`config.mk`:
```
export PLATFORM = sky130hd
export DESIGN_NAME = mem_port_arbiter
export DESIGN_NICKNAME = d
export VERILOG_FILES = /design/src/rtl/mem_pkg.sv /design/src/rtl/rr_arbiter.sv /design/src/rtl/mem_port_arbiter.sv
export SDC_FILE = /design/constraint.sdc
export NUM_CORES = 1
export LEC_CHECK = 0
export ABC_AREA = 1
export BUFFER_PORTS_ARGS = -buffer_cell sky130_fd_sc_hd__buf_2
export CORE_UTILIZATION = 50
export CTS_BUF_LIST = sky130_fd_sc_hd__clkbuf_4 sky130_fd_sc_hd__clkbuf_8 sky130_fd_sc_hd__clkbuf_16
export DETAILED_ROUTE_END_ITERATION = 10
export PLACE_DENSITY = 0.77
export SLEW_MARGIN = 0
export SYNTH_ARGS = -nofsm -noshare
export SYNTH_HDL_FRONTEND = slang
export SYNTH_HIERARCHICAL = 1
export SYNTH_SLANG_ARGS = --single-unit
```
`constraint.sdc`:
```
create_clock -name clk_in -period 5.23 [get_ports clk_in]
set_clock_uncertainty 0.2 [all_clocks]
set_input_delay 0.2615 -clock clk_in [delete_from_list [all_inputs] [get_ports clk_in]]
set_output_delay 0.2615 -clock clk_in [all_outputs]
set_load 0.02 [all_outputs]
```
`src/rtl/mem_pkg.sv`:
```
// Shared types and constants for the byte-serial memory port arbiter.
// Holds the FSM encoding, the IO window select and the legal transfer lengths.
package mem_pkg;

    typedef enum logic [1:0] {
        IDLE  = 2'd0,
        READ  = 2'd1,
        WRITE = 2'd2
    } state_t;

    localparam logic [1:0] IO_SEL = 2'b11;

    localparam logic [2:0] LEN_1 = 3'd1;
    localparam logic [2:0] LEN_2 = 3'd2;
    localparam logic [2:0] LEN_4 = 3'd4;

    // Anything other than 1 or 2 bytes becomes a full word.
    function automatic logic [2:0] legal_len(input logic [2:0] len);
        case (len)
            LEN_1, LEN_2: return len;
            default:      return LEN_4;
        endcase
    endfunction

endpackage

```
`src/rtl/rr_arbiter.sv`:
```
// Combinational round-robin pick: one-hot grant, search starts just after ptr.
// Zero latency; no grant when no request is present.
module rr_arbiter #(
    parameter int NUM_CH = 2,
    parameter int PW     = (NUM_CH > 1) ? $clog2(NUM_CH) : 1
) (
    input  logic [NUM_CH-1:0] req,
    input  logic [PW-1:0]     ptr,
    output logic [NUM_CH-1:0] gnt
);

    int            pos;
    logic [PW-1:0] idx;
    logic          found;

    always_comb begin
        gnt   = '0;
        found = 1'b0;
        pos   = 0;
        idx   = '0;
        for (int i = 1; i <= NUM_CH; i++) begin
            pos = int'(ptr) + i;
            if (pos >= NUM_CH) begin
                pos = pos - NUM_CH;
            end
            idx = PW'(pos);
            if (!found && req[idx]) begin
                gnt[idx] = 1'b1;
                found    = 1'b1;
            end
        end
    end

endmodule

```
`src/rtl/mem_port_arbiter.sv`:
```
// Round-robin arbiter serialising per-channel word requests onto a byte-wide memory.
// Read responds L+2 cycles after grant, write L+1; rdy_in low freezes everything.
module mem_port_arbiter
    import mem_pkg::*;
#(
    parameter int NUM_CH  = 2,
    parameter int MAX_LEN = 4
) (
    input  logic                 clk_in,
    input  logic                 rst_in,
    input  logic                 rdy_in,
    input  logic                 rob_clear,
    input  logic [NUM_CH-1:0]    req_valid,
    input  logic [NUM_CH-1:0]    req_wr,
    input  logic [NUM_CH-1:0]    req_flushable,
    input  logic [32*NUM_CH-1:0] req_addr,
    input  logic [3*NUM_CH-1:0]  req_len,
    input  logic [32*NUM_CH-1:0] req_wdata,
    output logic [NUM_CH-1:0]    resp_valid,
    output logic [31:0]          resp_data,
    input  logic [7:0]           mem_din,
    output logic [7:0]           mem_dout,
    output logic [31:0]          mem_a,
    output logic                 mem_wr,
    input  logic                 io_buffer_full
);

    localparam int PW = (NUM_CH > 1) ? $clog2(NUM_CH) : 1;

    state_t            state, state_nxt;
    logic [PW-1:0]     ptr_q, ch_q, gnt_idx;
    logic [NUM_CH-1:0] gnt, req_eff, resp_pend, ch_onehot;
    logic [31:0]       addr_q, wdata_q, rbuf_q, rbuf_nxt, cur_a;
    logic [31:0]       sel_addr, sel_wdata;
    logic [2:0]        sel_len_raw, len_legal, len_sel, len_q, cnt_q;
    logic [1:0]        bidx;
    logic              flush_q, gnt_any, do_grant, io_stall;
    logic              rd_flush, rd_done, wr_done;

    // A channel is masked while its completion pulse is pending, so a requester
    // that drops valid on the pulse is not granted a second time.
    assign req_eff = req_valid & ~resp_pend;

    rr_arbiter #(.NUM_CH(NUM_CH), .PW(PW)) u_rr (
        .req (req_eff),
        .ptr (ptr_q),
        .gnt (gnt)
    );

    always_comb begin
        gnt_idx     = '0;
        sel_addr    = '0;
        sel_wdata   = '0;
        sel_len_raw = '0;
        for (int i = 0; i < NUM_CH; i++) begin
            if (gnt[i]) begin
                gnt_idx     = PW'(i);
                sel_addr    = req_addr[32*i +: 32];
                sel_wdata   = req_wdata[32*i +: 32];
                sel_len_raw = req_len[3*i +: 3];
            end
        end
    end

    assign gnt_any   = |gnt;
    assign len_legal = legal_len(sel_len_raw);
    assign len_sel   = (len_legal > 3'(MAX_LEN)) ? 3'(MAX_LEN) : len_legal;
    assign ch_onehot = {{(NUM_CH-1){1'b0}}, 1'b1} << ch_q;

    assign do_grant = (state == IDLE) && rdy_in && !rob_clear && gnt_any;
    assign io_stall = (state == WRITE) && (addr_q[17:16] == IO_SEL) && io_buffer_full;
    assign rd_flush = (state == READ) && rob_clear && flush_q;
    assign rd_done  = (state == READ) && !rd_flush && (cnt_q == len_q);
    assign wr_done  = (state == WRITE) && !io_stall && (cnt_q == len_q - 3'd1);
    assign cur_a    = addr_q + {29'd0, cnt_q};

    // The byte on mem_din belongs to the address issued one count earlier.
    assign bidx = cnt_q[1:0] - 2'd1;
    always_comb begin
        rbuf_nxt = rbuf_q;
        rbuf_nxt[{bidx, 3'b000} +: 8] = mem_din;
    end

    always_ff @(posedge clk_in or posedge rst_in) begin
        if (rst_in) begin
            state <= IDLE;
        end else begin
            state <= state_nxt;
        end
    end

    always_comb begin
        state_nxt = state;
        if (rdy_in) begin
            case (state)
                IDLE:    if (do_grant) state_nxt = req_wr[gnt_idx] ? WRITE : READ;
                READ:    if (rd_flush || rd_done) state_nxt = IDLE;
                WRITE:   if (wr_done) state_nxt = IDLE;
                default: state_nxt = IDLE;
            endcase
        end
    end

    always_ff @(posedge clk_in or posedge rst_in) begin
        if (rst_in) begin
            ptr_q     <= PW'(NUM_CH - 1);
            ch_q      <= '0;
            addr_q    <= '0;
            wdata_q   <= '0;
            len_q     <= '0;
            cnt_q     <= '0;
            flush_q   <= 1'b0;
            rbuf_q    <= '0;
            resp_data <= '0;
            resp_pend <= '0;
        end else if (rdy_in) begin
            resp_pend <= '0;
            if (do_grant) begin
                ptr_q   <= gnt_idx;
                ch_q    <= gnt_idx;
                addr_q  <= sel_addr;
                wdata_q <= sel_wdata;
                len_q   <= len_sel;
                flush_q <= req_flushable[gnt_idx];
                cnt_q   <= '0;
                rbuf_q  <= '0;
            end else if (rd_flush) begin
                cnt_q  <= '0;
                rbuf_q <= '0;
            end else if (state == READ) begin
                if (cnt_q != 3'd0) begin
                    rbuf_q <= rbuf_nxt;
                end
                if (rd_done) begin
                    resp_data <= rbuf_nxt;
                    resp_pend <= ch_onehot;
                    cnt_q     <= '0;
                end else begin
                    cnt_q <= cnt_q + 3'd1;
                end
            end else if ((state == WRITE) && !io_stall) begin
                if (wr_done) begin
                    resp_pend <= ch_onehot;
                    cnt_q     <= '0;
                end else begin
                    cnt_q <= cnt_q + 3'd1;
                end
            end
        end
    end

    // A frozen block keeps its address on the bus but never writes or responds.
    assign resp_valid = rdy_in ? resp_pend : '0;
    assign mem_wr     = (state == WRITE) && !io_stall && rdy_in;
    assign mem_dout   = ((state == WRITE) && !io_stall) ? wdata_q[{cnt_q[1:0], 3'b000} +: 8] : 8'h00;

    always_comb begin
        mem_a = '0;
        if (((state == READ) && (cnt_q < len_q)) || ((state == WRITE) && !io_stall)) begin
            mem_a = cur_a;
        end
    end

endmodule
```
; Word level (Yosys, flattened, before mapping)
; Cells that the tools add are included.
[op_classes]
add_sub_neg = 9
multipliers = 0
n_div = 0
n_lt_le_gt_ge = 9
eq_ne = 10
n_shift = 4
muxes = 51
n_bitwise = 5
n_reduce_logical = 34
[op_table]
columns = cell, count
row1 = 32-bit 2-to-1 mux, 9
row2 = 32-bit by 3-bit adder with 32-bit output, 1
row3 = 32-bit bitwise mux, 1
row4 = 8-bit by 7-bit variable shift with 32-bit output (first input constant), 1
row5 = 32-bit by 6-bit variable part select with 8-bit output, 1
row6 = 8-bit by 7-bit variable part select with 32-bit output, 1
row7 = 3-bit 2-to-1 mux, 10
row8 = 2-bit 2-to-1 mux, 13
row9 = 1-bit logical AND, 16
row10 = 1-bit 2-to-1 mux, 14
row11 = 3-bit nonzero test, 3
row12 = 8-bit 2-to-1 mux, 1
row13 = 5-bit negator with 7-bit output, 1
row14 = 3-bit equality test, 2
row15 = 1-bit by 2-bit less-than comparator with 1-bit output (second input constant), 3
row16 = 2-bit != test (second input constant), 3
row17 = 2-bit one-hot mux with 3 select lines, 1
row18 = 5-bit AND reduction, 1
row19 = 2-bit equality test (second input constant), 2
row20 = 1-bit logical NOT, 4
row21 = 2-bit AND reduction, 2
row22 = 4-bit AND reduction, 1
row23 = 4-bit nonzero test, 1
row24 = 2-bit OR reduction, 2
row25 = 23 further kinds, 28
[word_totals]
ff_bits = 141
latchBits = 0
mem_bits_rw = 0
mem_bits_ro = 0
out_inout_bits = 75
memories = 0

; Depth between registers and ports, before layout
[logic_depth]
ltp_word = 17
depth_mapped = 14

; Hierarchy
; The synthesis kept the hierarchy.
[by_module_without_submodules]
columns = module, n_inst, cells_per_inst, area_each_um2, seq_area_each_um2
row1 = mem_port_arbiter, 1, 1108, 8035.2, 3529.6
row2 = rr_arbiter, 1, 5, 20.0, 0.0

; Least setup slack after synthesis
; OpenSTA, ideal clock, no wires.
[synth_timing]
path_type = reg-to-reg
start = register cnt_q[0]
end = register rbuf_q[16]
setup_time_ns = 0.076
t_arrival_ns = 2.211
slack_ns = 2.742
stages_incl_launch_ff = 10
n_path_buf = 2
period_less_slack_ns = 2.488
path_cell_list = dfrtp_1 inv_1 clkbuf_1 clkbuf_1 ha_1 nor2_1 nand3_1 o22ai_1 nand2_1 o21ai_1
[synth_between]
elab_chain_len = 8
elab_cells_between_ends = 12
cone_classes = add/sub (2) / shift (2) / mux (5) / reduce/logical (3)
[synth_rtl]
columns = item, line
row1 = start: declaration, mem_port_arbiter.sv:35  ; logic [2:0] sel_len_raw, len_legal, len_sel, len_q, cnt_q;
row2 = start signal: assignment, mem_port_arbiter.sv:139  ; cnt_q <= cnt_q + 3'd1;
row3 = start signal: assignment, mem_port_arbiter.sv:146  ; cnt_q <= cnt_q + 3'd1;
row4 = 2-bit by 1-bit subtractor with 2-bit output, mem_port_arbiter.sv:78  ; assign bidx = cnt_q[1:0] - 2'd1;
row5 = 5-bit negator with 7-bit output, mem_port_arbiter.sv:81  ; rbuf_nxt[{bidx, 3'b000} +: 8] = mem_din;
row6 = 8-bit by 7-bit variable part select with 32-bit output or 8-bit by 7-bit variable shift with 32-bit output (tied branches), mem_port_arbiter.sv:81
row7 = 32-bit bitwise mux, mem_port_arbiter.sv:81
row8 = 32-bit 2-to-1 mux, mem_port_arbiter.sv:131  ; if (cnt_q != 3'd0) begin
row9 = 32-bit 2-to-1 mux, mem_port_arbiter.sv:130  ; end else if (state == READ) begin
row10 = 32-bit 2-to-1 mux, mem_port_arbiter.sv:127  ; end else if (rd_flush) begin
row11 = 32-bit 2-to-1 mux, mem_port_arbiter.sv:118  ; if (do_grant) begin
row12 = end signal: assignment, mem_port_arbiter.sv:132  ; rbuf_q <= rbuf_nxt;
row13 = end: declaration, mem_port_arbiter.sv:33  ; logic [31:0] addr_q, wdata_q, rbuf_q, rbuf_nxt, cur_a;
; Parallel ways exist; a longest one is shown, timed or not. The select of a mux whose other input is x is not followed.
; A chain may end at the register's enable or synchronous reset.

; Worst setup path in the final report
[layout_timing]
start = register cnt_q[0]
end = output port mem_a[13]
[layout_between]
elab_chain_len = 4
elab_cells_between_ends = 5
cone_classes = add/sub (1) / order compare (1) / mux (1) / reduce/logical (2)
[layout_rtl]
columns = item, line
row1 = "parallel branches: the longest is 3 deep, another holds 32-bit by 3-bit adder with 32-bit output", -
row2 = 32-bit 2-to-1 mux *, mem_port_arbiter.sv:159  ; if (((state == READ) && (cnt_q < len_q)) || ((state == WRITE) && !io_stall)) begin
row3 = end: declaration, mem_port_arbiter.sv:23  ; output logic [31:0] mem_a,
; Mark *: on every way between the ends.

==> out/summary.txt <==
Area growth from synthesis to layout - 37.6%
Max Cap Viol - 0
Yosys top cell area share - 43.5%
Initial antenna violation count - 0
Remaining antenna violation count - 0
Rows - 46
Worst-Skew Late Latency - 430 ps
Fin crit period - 4270 ps
Mapped Area - 8060 µm²
Routed length per instance - 16.4 µm
DR DRC count - 0
Sequential area share after synthesis - 43.8%
Die H - 129 µm
Core area - 15,800 µm²
All-layer global routing usage - 33.1%
Leakage power - 5.40 nW
Filler cell count - 1,249
Syn Nets - 1,280
Yosys warning count - 6
Power Dens Cells - 496 nW/µm²
Clk root buf - clkbuf_16
R2R depth - 7
CP required - 4770 ps
Crit Path Category - reg2out
Final #Nets - 1,594
Critical Path End Type - output pin
Port-buffer cells - 227
H-Tree Depth - 4
Core Util, Final - 70.0%
Post_cts resized - 0
Setup tns final - 0 ps
Max Fanout on Critical Path - 31
Vias in the first global route - 8,527
Share of layout cells above drive strength 1 - 19.3%
Startpoint class of the critical path - flip-flop
RSZ-0062 raised after global routing - no
Fin. max-slew vios - 0
TritonRoute pass-1 iters - 5
Die footprint - 16,600 µm²
CP arrival - 3810 ps
Setup Viol. Count Final - 0
# IOs - 228
Peak Freq - 0.234 GHz
Hold_ws - -4.58 ps
Outcome - finished, violations left
Worst hold path endpoint - addr_q[25]$_DFFE_PP0P_
Final worst-path cycle share - 81.7%
Leading area contributor after synthesis - dfrtp_1
Die Wd - 129 µm
Yosys cell types - 32
Post-synthesis cell count - 1,113
HPWL Detailed - 17,000 µm
Pin count of the biggest net entering global routing - 105
Hold crit path type - in2reg
Hold depth - 3
Endpoints failing hold - 1
Reg2reg end - rbuf_q[23]$_DFFE_PP0P_
CTS sink cnt - 141
TritonCTS clock tree - done
Post-DR vias/cell - 5.37
Clock buffer depth - 2
CTS Buf Count - 17
RR Startpoint - cnt_q[0]$_DFFE_PP0P_
Synth top area cells - dfrtp_1 (43%), nand2_1 (18%), o21ai_0 (6.2%), a22oi_1 (6.0%), nor2_1 (5.7%)
First-iteration detailed-routing DRC count - 683
HP Start - req_addr[25]
Overflow after GRT - 0
FF-to-FF setup slack - 1400 ps
Clk pin slew, worst setup/hold paths - 60 ps
Antenna Cells - 0
Initial Utilization - 50.9%
#FFs+latches synth - 141
Relative slew slack - 36.2%
Worst slew pin tran - 957 ps
Routed via count - 8,899
Failing checks - hold timing
Mean Syn Cell Area - 7.24 µm²
Worst vdd ir - 0.000287 V
Routed WL - 27,100 µm
First-pass GRT wire length - 42,000 µm
Global placer's final weighted congestion - 0.916
==> layout make-up <==
class / count / area [µm²] / area share, %
Multi-Input combinational cell: 819 / 3900 / 35.2
Sequential cell: 141 / 3530 / 31.8
Timing Repair Buffer: 354 / 2390 / 21.6
Clock buffer: 18 / 439 / 3.96
Inverter: 94 / 358 / 3.23
Tap cell: 216 / 270 / 2.44
Clock inverter: 14 / 191 / 1.73
==> synthesized netlist by cell type <==
| cell type | instances |
|---|---|
| nand2_2 | 1 |
| o21ai_0 | 99 |
| buf_2 | 26 |
| o21ai_1 | 32 |
| nor2_1 | 122 |
| inv_2 | 5 |
| buf_4 | 6 |
| a21boi_0 | 1 |
| xnor2_1 | 5 |
| xor2_1 | 7 |
| buf_1 | 4 |
| o22ai_1 | 27 |
| fa_1 | 1 |
| o31ai_1 | 1 |
| nor3_1 | 5 |
| mux2i_1 | 1 |
| and2_1 | 1 |
| o211ai_1 | 1 |
| nand4_1 | 11 |
| nand2_1 | 377 |
| o21ai_4 | 1 |
| ha_1 | 13 |
| clkbuf_1 | 20 |
| dfrtp_1 | 140 |
| nand3b_1 | 1 |
| inv_1 | 89 |
| buf_6 | 3 |
| a21oi_1 | 21 |
| a22oi_1 | 64 |
| dfstp_2 | 1 |
| nand3_1 | 26 |
| nand3_2 | 1 |
==> worst max path at each step <==
stage,to,start,slack [ps],depth (start not counted)
after floorplan,addr_q[0]$_DFFE_PP0P_,rst_in,990,1
after global placement,mem_a[13],cnt_q[0]$_DFFE_PP0P_,1640,7
after detailed placement,mem_a[13],cnt_q[0]$_DFFE_PP0P_,1530,7
after CTS,mem_a[13],cnt_q[0]$_DFFE_PP0P_,1040,7
after global routing,mem_a[11],cnt_q[0]$_DFFE_PP0P_,610,7
final,mem_a[13],cnt_q[0]$_DFFE_PP0P_,960,7
==> per-stage QoR <==
step	hold WS (ps)	total power (W)	setup WS (ps)	instances	area, µm²
floorplan	247	0.00330	989	1113	8060
global placement	251	0.00387	1640	1503	9240
detailed placement	255	0.00392	1530	1503	9240
CTS	4.79	0.00541	1040	1656	11100
global route	4.97	0.00585	606	1656	11100
finish	-4.58	0.00550	957	1656	11100
==> cells in the final DEF, fill, tap and decap left out, types with 2 or more instances in the layout <==
cell type and count:
nand2_1 377, buf_2 227, dfrtp_1 140, dlygate4sd3_1 121, nor2_1 120, o21ai_0 99
inv_1 88, a22oi_1 64, o21ai_1 32, o22ai_1 27, nand3_1 26, a21oi_1 20
clkbuf_16 17, ha_1 13, nand4_1 11, xor2_1 7, buf_4 6, inv_2 5
xnor2_1 5, nor3_1 5, bufinv_16 4, clkinvlp_4 4, clkinv_2 3, inv_6 2
clkinv_4 2
==> routing by layer <==
| layer | vias to the layer above | GRT usage [%] | routed length (µm) |
|---|---|---|---|
| li1 | 4268 | - | - |
| met1 | 4115 | 41.3 | 11400 |
| met2 | 429 | 55.5 | 13000 |
| met3 | 87 | 5.86 | 1670 |
| met4 | 0 | 15.9 | 1080 |
| met5 | - | 0 | 0 |
==> sequential cells by signal, summed over array words and instances (netlist names) <==
| register | cells |
|---|---|
| addr_q | 32 |
| cnt_q | 3 |
| ptr_q | 1 |
| state | 2 |
| wdata_q | 32 |
| resp_data | 32 |
| flush_q | 1 |
| ch_q | 1 |
| resp_pend | 2 |
| rbuf_q | 32 |
| len_q | 3 |
==> critical path, stage by stage, from the launching register on <==
cell and delay (ps):
dfrtp_1 920, inv_1 660, ha_1 390, o211ai_1 170
nand2_1 260, inv_1 650, nor3_1 130, buf_2 190
==> report_power, final <==
part | switching, W | internal (W)
registers | 0.000392 | 0.00148
clock network | 0.000496 | 0.000810
logic | 0.00147 | 0.000857
total | 0.00235 | 0.00315
==> logic make-up after synthesis <==
family,share of synthesized area (%)
simple gates,26.4
compound gates,18.0
buf+inv,8.09
flops,43.8
fa+ha+maj,2.27
xor+xnor,1.30
mux,0.124
==> repair_timing <==
item,CTS,global route
hold buffers,121,0
endpoints found under the hold margin,165,0
setup buffers,0,0
Power figures use the tool's default switching activity.
